$ cat config.mk
export PLATFORM = sky130hd
export DESIGN_NAME = rv_elastic_buffer
export DESIGN_NICKNAME = d
export VERILOG_FILES = /design/src/rtl/rv_elastic_buffer.sv
export SDC_FILE = /design/constraint.sdc
export NUM_CORES = 1
export LEC_CHECK = 0
export BUFFER_PORTS_ARGS = -buffer_cell sky130_fd_sc_hd__buf_2
export CELL_PAD_IN_SITES_DETAIL_PLACEMENT = 0
export CELL_PAD_IN_SITES_GLOBAL_PLACEMENT = 2
export CORE_MARGIN = 5
export CORE_UTILIZATION = 40
export DETAILED_ROUTE_END_ITERATION = 8
export PLACE_DENSITY = 0.74
export SKIP_LAST_GASP = 1
export SLEW_MARGIN = 10
export SYNTH_ARGS = -nofsm -noshare
export SYNTH_HDL_FRONTEND = slang
export SYNTH_SLANG_ARGS = --single-unit
$ cat constraint.sdc
create_clock -name clk -period 3.1 [get_ports clk]
set_clock_uncertainty 0.15 [all_clocks]
set_input_delay 0.155 -clock clk [delete_from_list [all_inputs] [get_ports clk]]
set_output_delay 0.155 -clock clk [all_outputs]
set_load 0.05 [all_outputs]
$ cat src/rtl/rv_elastic_buffer.sv
// Ready/valid elastic buffer: DEPTH-entry circular FIFO with registered-only ready/valid,
// synchronous flush and asynchronous active-high reset.
module rv_elastic_buffer #(
  parameter int unsigned WIDTH = 64,
  parameter int unsigned DEPTH = 4,
  localparam int unsigned CW = $clog2(DEPTH + 1)
) (
  input  logic             clk,
  input  logic             reset,
  input  logic             flush,
  input  logic             in_valid,
  output logic             in_ready,
  input  logic [WIDTH-1:0] in_data,
  output logic             out_valid,
  input  logic             out_ready,
  output logic [WIDTH-1:0] out_data,
  output logic [CW-1:0]    count,
  output logic             in_fire,
  output logic             out_fire
);

  localparam int unsigned PW = $clog2(DEPTH);

  logic [PW-1:0]    wr_ptr_q, wr_ptr_d;
  logic [PW-1:0]    rd_ptr_q, rd_ptr_d;
  logic [CW-1:0]    count_q, count_d;
  logic [WIDTH-1:0] mem_q [DEPTH];
  logic             empty, full;

  // Occupancy (EMPTY / PARTIAL / FULL) is derived purely from count_q.
  assign empty = (count_q == '0);
  assign full  = (count_q == CW'(DEPTH));

  assign in_ready  = !full;
  assign out_valid = !empty;
  assign count     = count_q;
  assign out_data  = out_valid ? mem_q[rd_ptr_q] : '0;

  // Gating by reset keeps in_fire low while in_ready reads 1 during reset.
  assign in_fire  = in_valid && in_ready && !flush && !reset;
  assign out_fire = out_valid && out_ready && !flush && !reset;

  always_comb begin
    wr_ptr_d = wr_ptr_q;
    rd_ptr_d = rd_ptr_q;
    count_d  = count_q;
    if (flush) begin
      wr_ptr_d = '0;
      rd_ptr_d = '0;
      count_d  = '0;
    end else begin
      if (in_fire)  wr_ptr_d = wr_ptr_q + PW'(1);
      if (out_fire) rd_ptr_d = rd_ptr_q + PW'(1);
      case ({in_fire, out_fire})
        2'b10:   count_d = count_q + CW'(1);
        2'b01:   count_d = count_q - CW'(1);
        default: count_d = count_q;
      endcase
    end
  end

  always_ff @(posedge clk or posedge reset) begin
    if (reset) begin
      wr_ptr_q <= '0;
      rd_ptr_q <= '0;
      count_q  <= '0;
    end else begin
      wr_ptr_q <= wr_ptr_d;
      rd_ptr_q <= rd_ptr_d;
      count_q  <= count_d;
    end
  end

  // Storage is not reset; out_data is masked whenever the buffer is empty.
  always_ff @(posedge clk) begin
    if (in_fire) mem_q[wr_ptr_q] <= in_data;
  end

endmodule

==> impl_metrics.env <==
export IMPL_p_sw_mw=1.874
export IMPL_hp_start="in_data[28]"
export IMPL_grt_pass1_wl_um=31460
export IMPL_worstPathMaxFanout=26
export IMPL_synth_edf_count=256
export IMPL_rsz0062_at_grt="false"
export IMPL_postSynthAreaPerCell_um2=21.98
export IMPL_antenna_found_initial=2
export IMPL_drt_total_wl_um=19930
export IMPL_drc=0
export IMPL_async_reset_ff_share_pct=2.662
export IMPL_gp_congestion=0.7146
export IMPL_cp_arrival_ns=2.56
export IMPL_synth_seq_cells=263
export IMPL_p_leak_nw=4.482
export IMPL_netlist_area_um2=10160
export IMPL_synth_top_area_cell="edfxtp_1"
export IMPL_wl_per_cell_um=19.20
export IMPL_wl_met2_um=9787
export IMPL_path_buf_inv=2
export IMPL_hp_class="input port to register"
export IMPL_grt_overflow_total=0
export IMPL_cp_cell_sequence="buf_4 > mux4_2 > and2_1 > buf_2"
export IMPL_rows=58
export IMPL_yosysWarnings=0
export IMPL_pwr_share_seq_pct=49.7
export IMPL_clkSlewWorstSetupHoldPaths_ns=0.06
export IMPL_dieArea_um2=28680
export IMPL_grt_max_degree=66
export IMPL_htreeDepth=1
export IMPL_num_vias=5147
export IMPL_swShare_pct=23.36
export IMPL_cts_buffers=28
export IMPL_initial_core_util_pct=40.45
export IMPL_area_delta_synth_final_pct=27.33
export IMPL_portBuffers=139
export IMPL_power_density_nw_per_um2=620.6
export IMPL_status="finished clean"
export IMPL_tns_ns=0
export IMPL_synthMostInstantiatedCell="edfxtp_1"
export IMPL_syn_num_nets=536
export IMPL_worstMarginPinSlew_ns=1.096
export IMPL_path_class="register to output pin"
export IMPL_ys_types=31
export IMPL_cp_slowest_stage_delay_ns=0.80
export IMPL_hold_violations=0
export IMPL_cts_resized=0
export IMPL_synth_area_leaders="edfxtp_1 76%, mux4_2 14%, and2_1 4.2%"
export IMPL_die_height_um=169.3
export IMPL_final_max_slew_violation_count=0
export IMPL_drtAntennaViolNets=0
export IMPL_vdd_ir_drop_max_mv=0.5410
export IMPL_cts_sinks=263
export IMPL_synth_top_area_share_pct=75.69
export IMPL_finalCritPeriodShare_pct=92.58
export IMPL_holdWs_ns=0.2149
export IMPL_hold_end="mem_q[2][28]"
export IMPL_period_needed_ns=2.870
export IMPL_slew_headroom_pct=26.96
export IMPL_vias_per_cell=4.959
export IMPL_p_comb_share_pct=10.2
export IMPL_hold_depth=2
export IMPL_drt_iter0_markers=342
export IMPL_root_buffer="clkbuf_16"
export IMPL_nets=760
export IMPL_first_pass_iters=4
export IMPL_clock_path_buffers=3
export IMPL_syn_inst=462
export IMPL_p_int_mw=6.151
export IMPL_synthTopCellsByCount="256 x edfxtp_1, 68 x and2_1, 64 x mux4_2"
export IMPL_r2r_end="count[2]"
export IMPL_worst_ep_required_time_ns=2.79
export IMPL_topRoutingLayerUsed="met4"
export IMPL_endpoint_kind="output pin"
export IMPL_drt_met1_wl_um=8482
export IMPL_wl_met3_um=1276
export IMPL_maxCapViolations=0
export IMPL_cts_tree="done"
export IMPL_io_pins=140
export IMPL_fmax_ghz=0.3484
export IMPL_yosysSeqAreaShare_pct=77.42
export IMPL_critical_path_top_delay_family="flip-flops"
export IMPL_hpwl_um=11490
export IMPL_chipWidth_um=169.3
export IMPL_p_clk_share_pct=40.1
export IMPL_crit_slowest_cell="dfrtp_4"
export IMPL_worstSkewPairLatency_ns=0.52
export IMPL_setup_violations=0
export IMPL_cts_setup_buffers=0
export IMPL_core_area_um2=25110
export IMPL_r2r_start="count[1]"
export IMPL_track_usage_pct=13.94
export IMPL_grt_pass1_vias=5626
export IMPL_drive_gt1_share_pct=37.39
export IMPL_rr_worst_depth=7
export IMPL_cts_hold_buf=69
export IMPL_ys_flop_type="edfxtp_1"
export IMPL_start_kind="register"
export IMPL_r2r_slack_ns=0.42
==> layer usage <==
metal	global-route usage, %	vias up
li1	-	2322
met1	18.55	2651
met2	23.67	147
met3	3.308	27
met4	3.010	0
met5	0	-
==> cells in the final DEF, fill, tap and decap left out, drive strengths merged, types with 3 or more instances in the layout <==
cell type	n
edfxtp	256
ha	4
nand2b	3
inv	7
dfrtp	7
dlygate4sd3	69
clkbuf	33
and2	68
clkinv	11
nor2	7
xnor2	5
bufinv	3
mux4	64
buf	148
==> through the flow <==
step	instance area, um^2	std cells	utilization (%)	setup slack [ns]	power (mW)
final	12930	1038	51.50	0.2301	8.025
after global routing	12930	1038	51.50	0.02704	8.328
after CTS	12930	1036	51.48	0.1160	8.126
after detailed placement	11340	917	45.16	0.4341	4.824
after global placement	11340	917	45.16	0.5035	4.812
after floorplan	10160	462	-	0.006336	4.581
==> power groups by stage <==
| stage | registers [mW] | clock network [mW] | logic, mW |
|---|---|---|---|
| 3_5_place_dp | 4.06 | 0 | 0.760 |
| 3_3_place_gp | 4.06 | 0 | 0.752 |
| 6_report | 3.99 | 3.22 | 0.817 |
| 2_1_floorplan | 4.06 | 0 | 0.525 |
| 5_1_grt | 3.99 | 3.46 | 0.873 |
| 4_1_cts | 3.99 | 3.30 | 0.833 |
==> area by class of cell <==
type | count | area (um^2)
inverter | 5 | 18.77
clock inverter | 17 | 176.4
tap | 330 | 412.9
timing repair buffer | 217 | 1541
multi-input combinational | 171 | 2183
antenna | 2 | 5.005
sequential | 263 | 7874
clock buffer | 33 | 719.4
fill | 2059 | 12180
==> state kept, by name (all words and copies together), names as in the netlist <==
signal / flops
count: 3
rd_ptr_q: 2
wr_ptr_q: 2
mem_q: 256
==> cell families (layout without fill, tap and decap cells) <==
| logic type | Yosys count | in the layout | share of synthesized area [%] |
|---|---|---|---|
| flops | 263 | 263 | 77.42 |
| simple gates | 89 | 89 | 5.347 |
| mux | 65 | 65 | 14.30 |
| buf+inv | 28 | 272 | 1.183 |
| compound gates | 7 | 7 | 0.6284 |
| fa+ha+maj | 5 | 5 | 0.6899 |
| xor+xnor | 5 | 5 | 0.4312 |
| other cells | 0 | 2 | 0 |
==> worst max-delay path by stage <==
stage                     start      endpoint  slack [ns]  cells past startpoint
global placement       count[1]      count[2]        0.50                      7
floorplan              count[1]      count[2]       0.006                      7
detailed placement     count[1]      count[2]        0.43                      7
global route           count[1]  out_data[18]        0.03                      4
finish              rd_ptr_q[0]  out_data[26]        0.23                      4
CTS                 rd_ptr_q[0]  out_data[30]        0.12                      4
No activity file was read; power rests on OpenSTA's default activity.
